==> src/rtl/matmul_pkg.sv <==
// Shared sizes, state encoding and byte-formatting helper for the matmul UART sequencer.
// Operands are 3x3 matrices of 3-bit elements. Results are 3x3 matrices of 6-bit elements.
package matmul_pkg;
    localparam int N_ELEM    = 9;
    localparam int ELEM_W    = 3;
    localparam int RES_W     = 6;
    localparam int MAT_W     = N_ELEM * ELEM_W;
    localparam int RES_BUS_W = N_ELEM * RES_W;
    localparam int CNT_W     = 4;

    localparam logic [CNT_W-1:0] LAST_ELEM = CNT_W'(N_ELEM - 1);

    typedef enum logic [2:0] {
        S_IDLE    = 3'd0,
        S_LOAD_A  = 3'd1,
        S_LOAD_B  = 3'd2,
        S_RUN     = 3'd3,
        S_CAPTURE = 3'd4,
        S_SEND    = 3'd5
    } state_t;

    function automatic logic [7:0] res_byte(input logic [RES_W-1:0] r);
        return {{(8 - RES_W){1'b0}}, r};
    endfunction
endpackage

==> src/rtl/matmul_sequencer_if.sv <==
// UART byte streams, multiplier operand/result buses and status flags of the matmul sequencer.
// master = sequencer side; slave = UART, multiplier and host side.
interface matmul_sequencer_if;
    import matmul_pkg::*;

    logic [7:0]           rx_data;
    logic                 rx_valid;
    logic [7:0]           tx_data;
    logic                 tx_valid;
    logic                 tx_ready;
    logic [MAT_W-1:0]     mm_matrixA;
    logic [MAT_W-1:0]     mm_matrixB;
    logic                 mm_start;
    logic [RES_BUS_W-1:0] mm_result;
    logic                 busy;
    logic                 done;
    logic                 timeout;
    logic                 rx_overrun;

    modport master (
        input  rx_data, rx_valid, tx_ready, mm_result,
        output tx_data, tx_valid, mm_matrixA, mm_matrixB, mm_start,
               busy, done, timeout, rx_overrun
    );

    modport slave (
        output rx_data, rx_valid, tx_ready, mm_result,
        input  tx_data, tx_valid, mm_matrixA, mm_matrixB, mm_start,
               busy, done, timeout, rx_overrun
    );
endinterface

==> src/rtl/matmul_tx_serializer.sv <==
// Captures the 9-element result and streams it out as bytes. The first byte is valid the cycle after capture.
// Each byte is held while tx_ready is low, and the next byte follows the cycle after each transfer.
module matmul_tx_serializer
    import matmul_pkg::*;
(
    input  logic                            clk,
    input  logic                            rst,
    input  logic                            capture_i,
    input  logic [N_ELEM-1:0][RES_W-1:0]    result_i,
    input  logic                            tx_ready_i,
    output logic                            tx_valid_o,
    output logic [7:0]                      tx_data_o,
    output logic                            last_o
);
    logic [N_ELEM-1:0][RES_W-1:0] cap_q;
    logic [CNT_W-1:0]             idx_q;
    logic                         tx_valid_q;
    logic [7:0]                   tx_data_q;
    logic [CNT_W-1:0]             idx_nxt;
    logic                         xfer;

    assign xfer    = tx_valid_q & tx_ready_i;
    assign idx_nxt = idx_q + 1'b1;
    assign last_o  = xfer && (idx_q == LAST_ELEM);

    always_ff @(posedge clk) begin
        if (rst) begin
            cap_q      <= '0;
            idx_q      <= '0;
            tx_valid_q <= 1'b0;
            tx_data_q  <= '0;
        end else if (capture_i) begin
            cap_q      <= result_i;
            idx_q      <= '0;
            tx_valid_q <= 1'b1;
            tx_data_q  <= res_byte(result_i[0]);
        end else if (xfer) begin
            if (idx_q == LAST_ELEM) begin
                tx_valid_q <= 1'b0;
                idx_q      <= '0;
            end else begin
                idx_q     <= idx_nxt;
                tx_data_q <= res_byte(cap_q[idx_nxt]);
            end
        end
    end

    assign tx_valid_o = tx_valid_q;
    assign tx_data_o  = tx_data_q;
endmodule

==> src/rtl/matmul_sequencer.sv <==
// Loads A then B (9 UART bytes each), pulses mm_start, captures the result and sends 9 result bytes.
// All outputs are registered. TX holds each byte under tx_ready backpressure. RX bytes arriving outside loading are dropped and flagged.
module matmul_sequencer
    import matmul_pkg::*;
#(
    parameter int RX_TIMEOUT = 1000000,
    parameter int START_HOLD = 2
) (
    input  logic               clk,
    input  logic               rst,
    matmul_sequencer_if.master bus
);
    localparam int TO_W   = (RX_TIMEOUT > 0) ? $clog2(RX_TIMEOUT + 1) : 1;
    localparam int HOLD_W = (START_HOLD > 1) ? $clog2(START_HOLD) : 1;
    localparam logic [TO_W-1:0]   TO_LAST   = TO_W'((RX_TIMEOUT > 0) ? RX_TIMEOUT - 1 : 0);
    localparam logic [HOLD_W-1:0] HOLD_LAST = HOLD_W'((START_HOLD > 0) ? START_HOLD - 1 : 0);

    state_t                        state_q;
    logic [CNT_W-1:0]              cnt_q;
    logic [TO_W-1:0]               idle_q;
    logic [HOLD_W-1:0]             hold_q;
    logic [N_ELEM-1:0][ELEM_W-1:0] mat_a_q;
    logic [N_ELEM-1:0][ELEM_W-1:0] mat_b_q;
    logic                          mm_start_q;
    logic                          done_q;
    logic                          timeout_q;
    logic                          overrun_q;
    logic                          ser_last;
    logic                          ser_tx_valid;
    logic [7:0]                    ser_tx_data;

    always_ff @(posedge clk) begin
        if (rst) begin
            state_q    <= S_IDLE;
            cnt_q      <= '0;
            idle_q     <= '0;
            hold_q     <= '0;
            mat_a_q    <= '0;
            mat_b_q    <= '0;
            mm_start_q <= 1'b0;
            done_q     <= 1'b0;
            timeout_q  <= 1'b0;
            overrun_q  <= 1'b0;
        end else begin
            done_q    <= 1'b0;
            timeout_q <= 1'b0;
            if (bus.rx_valid && (state_q inside {S_RUN, S_CAPTURE, S_SEND}))
                overrun_q <= 1'b1;

            case (state_q)
                S_IDLE: begin
                    idle_q <= '0;
                    if (bus.rx_valid) begin
                        mat_a_q[0] <= bus.rx_data[ELEM_W-1:0];
                        overrun_q  <= 1'b0;
                        cnt_q      <= CNT_W'(1);
                        state_q    <= S_LOAD_A;
                    end
                end
                S_LOAD_A, S_LOAD_B: begin
                    if (bus.rx_valid) begin
                        idle_q <= '0;
                        if (state_q == S_LOAD_A)
                            mat_a_q[cnt_q] <= bus.rx_data[ELEM_W-1:0];
                        else
                            mat_b_q[cnt_q] <= bus.rx_data[ELEM_W-1:0];
                        if (cnt_q == LAST_ELEM) begin
                            cnt_q <= '0;
                            if (state_q == S_LOAD_A) begin
                                state_q <= S_LOAD_B;
                            end else begin
                                state_q    <= S_RUN;
                                mm_start_q <= 1'b1;
                                hold_q     <= '0;
                            end
                        end else begin
                            cnt_q <= cnt_q + 1'b1;
                        end
                    end else if (RX_TIMEOUT != 0) begin
                        // Abandon a stalled frame; operands keep their partial contents.
                        if (idle_q == TO_LAST) begin
                            state_q   <= S_IDLE;
                            timeout_q <= 1'b1;
                            cnt_q     <= '0;
                            idle_q    <= '0;
                        end else begin
                            idle_q <= idle_q + 1'b1;
                        end
                    end
                end
                S_RUN: begin
                    if (hold_q == HOLD_LAST) begin
                        mm_start_q <= 1'b0;
                        hold_q     <= '0;
                        state_q    <= S_CAPTURE;
                    end else begin
                        hold_q <= hold_q + 1'b1;
                    end
                end
                S_CAPTURE: state_q <= S_SEND;
                S_SEND: begin
                    if (ser_last) begin
                        state_q <= S_IDLE;
                        done_q  <= 1'b1;
                    end
                end
                default: state_q <= S_IDLE;
            endcase
        end
    end

    matmul_tx_serializer u_tx_ser (
        .clk        (clk),
        .rst        (rst),
        .capture_i  (state_q == S_CAPTURE),
        .result_i   (bus.mm_result),
        .tx_ready_i (bus.tx_ready),
        .tx_valid_o (ser_tx_valid),
        .tx_data_o  (ser_tx_data),
        .last_o     (ser_last)
    );

    assign bus.tx_valid   = ser_tx_valid;
    assign bus.tx_data    = ser_tx_data;
    assign bus.mm_matrixA = mat_a_q;
    assign bus.mm_matrixB = mat_b_q;
    assign bus.mm_start   = mm_start_q;
    assign bus.busy       = (state_q != S_IDLE);
    assign bus.done       = done_q;
    assign bus.timeout    = timeout_q;
    assign bus.rx_overrun = overrun_q;
endmodule

==> src/flat_wrapper.sv <==
// flat-port wrapper written by rule: the top's interface ports become plain ports
module matmul_sequencer_flat import matmul_pkg::*;
#(
    parameter int RX_TIMEOUT = 1000000,
    parameter int START_HOLD = 2
)
  (clk, rst, bus_rx_data, bus_rx_valid, bus_tx_ready, bus_mm_result, bus_tx_data, bus_tx_valid, bus_mm_matrixA, bus_mm_matrixB, bus_mm_start, bus_busy, bus_done, bus_timeout, bus_rx_overrun);
  matmul_sequencer_if bus_i ();
  input  logic clk;
  input  logic rst;
  input wire logic [$bits(bus_i.rx_data)-1:0] bus_rx_data;
  input wire logic [$bits(bus_i.rx_valid)-1:0] bus_rx_valid;
  input wire logic [$bits(bus_i.tx_ready)-1:0] bus_tx_ready;
  input wire logic [$bits(bus_i.mm_result)-1:0] bus_mm_result;
  output wire logic [$bits(bus_i.tx_data)-1:0] bus_tx_data;
  output wire logic [$bits(bus_i.tx_valid)-1:0] bus_tx_valid;
  output wire logic [$bits(bus_i.mm_matrixA)-1:0] bus_mm_matrixA;
  output wire logic [$bits(bus_i.mm_matrixB)-1:0] bus_mm_matrixB;
  output wire logic [$bits(bus_i.mm_start)-1:0] bus_mm_start;
  output wire logic [$bits(bus_i.busy)-1:0] bus_busy;
  output wire logic [$bits(bus_i.done)-1:0] bus_done;
  output wire logic [$bits(bus_i.timeout)-1:0] bus_timeout;
  output wire logic [$bits(bus_i.rx_overrun)-1:0] bus_rx_overrun;
  assign bus_i.rx_data = bus_rx_data;
  assign bus_i.rx_valid = bus_rx_valid;
  assign bus_i.tx_ready = bus_tx_ready;
  assign bus_i.mm_result = bus_mm_result;
  assign bus_tx_data = bus_i.tx_data;
  assign bus_tx_valid = bus_i.tx_valid;
  assign bus_mm_matrixA = bus_i.mm_matrixA;
  assign bus_mm_matrixB = bus_i.mm_matrixB;
  assign bus_mm_start = bus_i.mm_start;
  assign bus_busy = bus_i.busy;
  assign bus_done = bus_i.done;
  assign bus_timeout = bus_i.timeout;
  assign bus_rx_overrun = bus_i.rx_overrun;
  matmul_sequencer #(.RX_TIMEOUT(RX_TIMEOUT), .START_HOLD(START_HOLD)) u_core (.clk(clk), .rst(rst), .bus(bus_i));
endmodule
==> config.mk <==
export PLATFORM = sky130hd
export DESIGN_NAME = matmul_sequencer_flat
export DESIGN_NICKNAME = d
export VERILOG_FILES = /design/src/rtl/matmul_pkg.sv /design/src/rtl/matmul_sequencer_if.sv /design/src/rtl/matmul_tx_serializer.sv /design/src/rtl/matmul_sequencer.sv /design/src/flat_wrapper.sv
export SDC_FILE = /design/constraint.sdc
export NUM_CORES = 1
export LEC_CHECK = 0
export BUFFER_PORTS_ARGS = -buffer_cell sky130_fd_sc_hd__buf_2
export CORE_ASPECT_RATIO = 0.9
export CORE_MARGIN = 3
export CORE_UTILIZATION = 49
export CTS_BUF_LIST = sky130_fd_sc_hd__clkbuf_16
export CTS_CLUSTER_SIZE = 40
export DETAILED_ROUTE_END_ITERATION = 16
export PLACE_DENSITY = 0.85
export SETUP_SLACK_MARGIN = 0.4
export SLEW_MARGIN = 40
export SYNTH_ARGS = -nofsm -noshare
export SYNTH_HDL_FRONTEND = slang
export SYNTH_SLANG_ARGS = --single-unit
==> constraint.sdc <==
create_clock -name clk -period 2.3 [get_ports clk]
set_input_delay 0.23 -clock clk [delete_from_list [all_inputs] [get_ports clk]]
set_output_delay 0.23 -clock clk [all_outputs]
set_load 0.01 [all_outputs]
After elaboration in Yosys (flattened, before gate mapping):

Index checks and enable logic that the tools add are counted.

* bits in registers: 151
* input port bits: 66
* logic and storage cells: 138

* add/subtract/negate cells: 4
* magnitude comparators: 3
* eq/ne operators: 18
* muxes and demuxes: 48
* bitwise logic cells: 4
* reduce and logical (&&, ||, !) cells: 23

Operators with widths (count)
* bitwise mux 27 bit: 2
* two-way mux 20 bit: 2
* one-hot mux 20 bit (2 select lines): 1
* two-way mux 3 bit: 10
* binary-select mux 6 bit (select 4 bit): 1
* two-way mux 6 bit: 4
* adder 20 x 1 -> 20 bit (second input constant): 1
* == test 20 bit (second input constant): 1
* two-way mux 4 bit: 5
* two-way mux 1 bit: 17
* one-hot mux 3 bit (5 select lines): 1
* demux 3 bit (select 4 bit): 1
* less-than comparator 4 x 5 -> 1 bit (second input constant): 2
* AND reduction 5 bit: 2
* AND reduction 3 bit: 3
* adder 4 x 1 -> 4 bit (second input constant): 2
* == test 4 bit (second input constant): 2
* != test 2 x 1 -> 1 bit (second input constant): 4
* != test 2 bit (second input constant): 4
* one-hot mux 4 bit (2 select lines): 1
* AND reduction 4 bit: 2
* nonzero test 2 bit: 4
* == test 3 x 2 -> 1 bit (second input constant): 2
* == test 3 bit (second input constant): 2
* 14 further kinds: 24

Depth between registers and ports, before layout:

* word-level depth: 8
* depth in mapped cells: 9
* gate-level depth less buffers: 7

Modules after synthesis:

Synthesis repeated with hierarchy kept, for this count alone.

* cells, all modules: 760
* area, all modules: 6886.6 um^2

Modules (own cells, without submodules)
* matmul_sequencer: instances 1, cells each 458, area an instance 3905.0 um^2, seq. area each 1721.7 um^2
* matmul_tx_serializer: instances 1, cells each 302, area an instance 2981.6 um^2, seq. area each 1301.2 um^2

Least setup slack after synthesis:

Ideal clock, no wire load.

* path type: register to register
* from: reg u_core.u_tx_ser.idx_q[0]
* to: reg u_core.u_tx_ser.tx_data_q[0], in the netlist u_core.u_tx_ser.tx_data_o[0]
* arrival time: 2.417 ns
* setup slack: -0.252 ns
* cell stages (with the launch flop): 10
* period minus slack after synthesis: 2.552 ns
* path through: dfxtp_1 > buf_2 > buf_4 > inv_1 > ha_1 > clkbuf_1 > mux4_2 > mux2_2 > a221oi_1 > a211oi_1

* cells in the longest elaborated chain, start to end: 6

Ends and longest elaborated chain
* start: declaration: RTL line matmul_tx_serializer.sv:16 `logic [CNT_W-1:0] idx_q;`
* start signal: assignment: RTL line matmul_tx_serializer.sv:42 `idx_q <= idx_nxt;`
* adder 4 x 1 -> 4 bit: RTL line matmul_tx_serializer.sv:23 `assign idx_nxt = idx_q + 1'b1;`
* binary-select mux 6 bit (select 4 bit): RTL line matmul_tx_serializer.sv:43 `tx_data_q <= res_byte(cap_q[idx_nxt]);`
* two-way mux 6 bit (implied by the code): RTL line matmul_tx_serializer.sv:43
* two-way mux 6 bit: RTL line matmul_tx_serializer.sv:38 `if (idx_q == LAST_ELEM) begin`
* two-way mux 6 bit: RTL line matmul_tx_serializer.sv:37 `end else if (xfer) begin`
* two-way mux 6 bit: RTL line matmul_tx_serializer.sv:32 `end else if (capture_i) begin`
* end signal: assignment: RTL line matmul_tx_serializer.sv:36 `tx_data_q <= res_byte(result_i[0]);`
* end signal: assignment: RTL line matmul_tx_serializer.sv:43
* end: declaration: RTL line matmul_tx_serializer.sv:18 `logic [7:0] tx_data_q;`

Several ways; a longest one is shown, not always the timed one. The select of a mux whose other input is x is not followed.
A chain may end at the register's enable or synchronous reset.

Worst setup path after layout:

* from: reg u_core.u_tx_ser.idx_q[0]
* to: reg u_core.u_tx_ser.tx_data_q[3], in the netlist u_core.u_tx_ser.tx_data_o[3]

The elaborated chain is that of the path after synthesis.

==> out/summary.txt <==
IO Pins: 134
R2R Setup Slk: 0.33 ns
Fin crit share: 85.4%
TritonCTS clock tree: built
Syn_area_per_cell: 8.36 um2
Final Hold Vio Count: 0
Synth warn: 0
CTS Sinks: 151
Reg clk slew, reported paths: 0.06 ns
Status: complete, no violations
Post-route DRC: 0
Fin Setup TNS: 0 ns
Critical path startpoint category: register
EDFF count, synth: 0
Root buf cell: clkbuf_16
Die footprint: 14,600 um2
Vias: 6,077
Largest cells by area after synthesis: dfxtp_1 (47%), nand2_1 (11%), a21oi_1 (8.5%)
Cell Pwr Density: 778 nW/um2
FF-to-FF Start: u_core.u_tx_ser.idx_q[0]
Die H: 115 um
CP required: 2.59 ns
Routed Wire Length: 17,200 um
Num CTS Buffers: 17
Site Rows: 39
Largest net degree at the start of global routing: 53
Routability cong.: 0.850
Final Skew: 0.00648 ns
Via density: 5.60
Cell area after synthesis: 6470 um2
DRT iter0 DRCs: 590
Most frequent cells in the layout: nand2_1 (187), dfxtp_1 (140), buf_2 (125)
Worst-path fanout max: 6
Average wire per standard cell: 15.8 um
RSZ-0062 raised after global routing: true
Slew HR: 61.7%
Yosys top cell area share: 46.7%
Post-DP HPWL: 11,000 um
Hold Path Cell Cnt: 3
Arrival @ worst endpoint: 2.26 ns
Hold crit path type: in2reg
Worst-skew pair later-pin latency: 0.42 ns
Area growth syn-to-layout: 26.4%
Final slew viol count: 0
Flops & latches, synth: 151
Final setup vio count: 0
Async SR Flop Fraction: 0%
Htree depth: 4
Nets: 983
Ant. Diodes: 0
LEAKAGE: 0.00319 uW
Worst Setup End Kind: register
Post-synth top area cell: dfxtp_1
Max Buffers Root-to-Sink: 2
Vias in the first global route: 5,610
WS Path Type: reg2reg
Post-route ant nets: 0
Worst R2R Path Depth: 7
Starting Density: 50.6%
Sequential-to-total area share from yosys stat: 46.7%
Number of max-cap violations: 0
Commonest non-fill, non-tap cell in the layout: nand2_1
PortBufs: 126
Gate Count Post-Synth: 774
Hold Buf Count CTS: 0
Total power: 6360 uW
CORE AREA: 12,800 um2
GRT Total Usage: 23.2%
Share of cells above drive strength 1: 28.4%
Reg-to-Reg End: u_core.u_tx_ser.tx_data_o[3]
Highest clock rate: 509 MHz
Grt ovf: 0
Critical Path Sink: u_core.u_tx_ser.tx_data_o[3]
Die Width: 127 um
First-pass DRT Iterations: 5
Synth Flop Type: dfxtp_1
Worst Tran Pin Value: 0.574 ns
Antenna violations before repair: 0
Crit path from: u_core.u_tx_ser.idx_q[0]
Min Tclk post-route: 1.97 ns
First-pass GRT wire length: 27,600 um
Cell variety after synth: 52
Worst VDD drop: 533 uV
-- final cells by class --
class / instances / area (um2)
fill: 997 / 4600
multi-input combinational: 559 / 3300
sequential: 151 / 3040
timing repair buffer: 174 / 1040
clock buffer: 17 / 425
tap: 164 / 205
clock inverter: 14 / 140
inverter: 7 / 33.8
-- worst max-delay path: stages (launching register included) --
cell      delay, ns
dfxtp_4        0.39
inv_8          0.04
ha_4           0.33
buf_6          0.15
mux4_2         0.33
mux2_4         0.28
a221oi_2       0.24
a211oi_1       0.08
-- cells in the mapped netlist, types with 3 or more instances --
cell type  number
a211oi_1        9
a21oi_1       110
a221oi_1        6
a31oi_1         8
buf_2           5
buf_4           4
clkbuf_1       47
dfxtp_1       151
ha_1            7
inv_1           7
mux2_2          6
mux2i_1        11
mux4_2         12
nand2_1       188
nand2b_1        5
nand3_1        61
nand3b_1        5
nand4_1         5
nor2_1         39
nor3_1         14
nor4_1          3
o21ai_0         9
o31ai_1         3
or3_1           6
xnor2_1         5
xor2_1         13
-- registers in the layout (all words and copies together), names as in the netlist --
signal and flops:
u_core.bus.done 1, u_core.bus.mm_matrixA 27, u_core.bus.mm_matrixB 27, u_core.bus.mm_start 1
u_core.bus.rx_overrun 1, u_core.bus.timeout 1, u_core.cnt_q 4, u_core.hold_q 1
u_core.idle_q 20, u_core.state_q 3, u_core.u_tx_ser.cap_q 54, u_core.u_tx_ser.idx_q 4
u_core.u_tx_ser.tx_data_o 6, u_core.u_tx_ser.tx_valid_o 1
-- per-stage QoR --
step	std cells	area [um2]	setup slack (ns)	utilization [%]	hold slack (ns)
floorplan	775	6540	0.266	-	0.366
global placement	1037	7330	0.293	57.3	0.438
detailed placement	1037	7330	0.238	57.3	0.443
CTS	1082	8090	0.363	63.3	0.0377
global route	1086	8180	0.281	64.0	0.0450
finish	1086	8180	0.335	64.0	0.0471
-- power breakdown --
part / internal [uW] / switching [uW] / leakage [uW]
clock network: 1580 / 1080 / 0.000282
logic: 367 / 600 / 0.00168
registers: 2680 / 55.7 / 0.00122
total: 4630 / 1740 / 0.00319
-- worst min-delay path by stage --
| stage | from | end |
|---|---|---|
| detailed placement | u_core.u_tx_ser.cap_q[42] | u_core.u_tx_ser.cap_q[42] |
| global route | bus_mm_result[20] | u_core.u_tx_ser.cap_q[20] |
| finish | bus_mm_result[20] | u_core.u_tx_ser.cap_q[20] |
| CTS | bus_mm_result[20] | u_core.u_tx_ser.cap_q[20] |
| floorplan | bus_mm_result[10] | u_core.u_tx_ser.cap_q[10] |
| global placement | u_core.bus.mm_matrixB[14] | u_core.bus.mm_matrixB[14] |
-- cells by family (layout without fill, tap and decap cells) --
group | Yosys count | after routing | synth area share, %
and+or+nand+nor | 347 | 347 | 24.5
AOI/OAI and AO/OA | 155 | 156 | 13.6
DFF | 151 | 151 | 46.7
buffers and inverters | 66 | 212 | 4.39
muxes | 29 | 29 | 6.92
xor gates and xnor gates | 18 | 18 | 2.44
adders and majority gates | 7 | 7 | 1.35
other | 1 | 2 | 0.0580
-- repair_timing --
action	4_1_cts	5_1_grt
hold endpoints to repair	0	0
gates resized for setup	24	17
gates cloned	1	0
endpoints found under the setup margin	56	31
pin swaps	10	14
setup buffers	13	4
-- routing by layer --
metal | wire length, um | track usage, %
met1 | 7330 | 30.5
met4 | 362 | 8.36
met2 | 8040 | 36.6
met5 | 0 | 0
met3 | 1460 | 7.01
No activity file was read; power rests on OpenSTA's default activity.
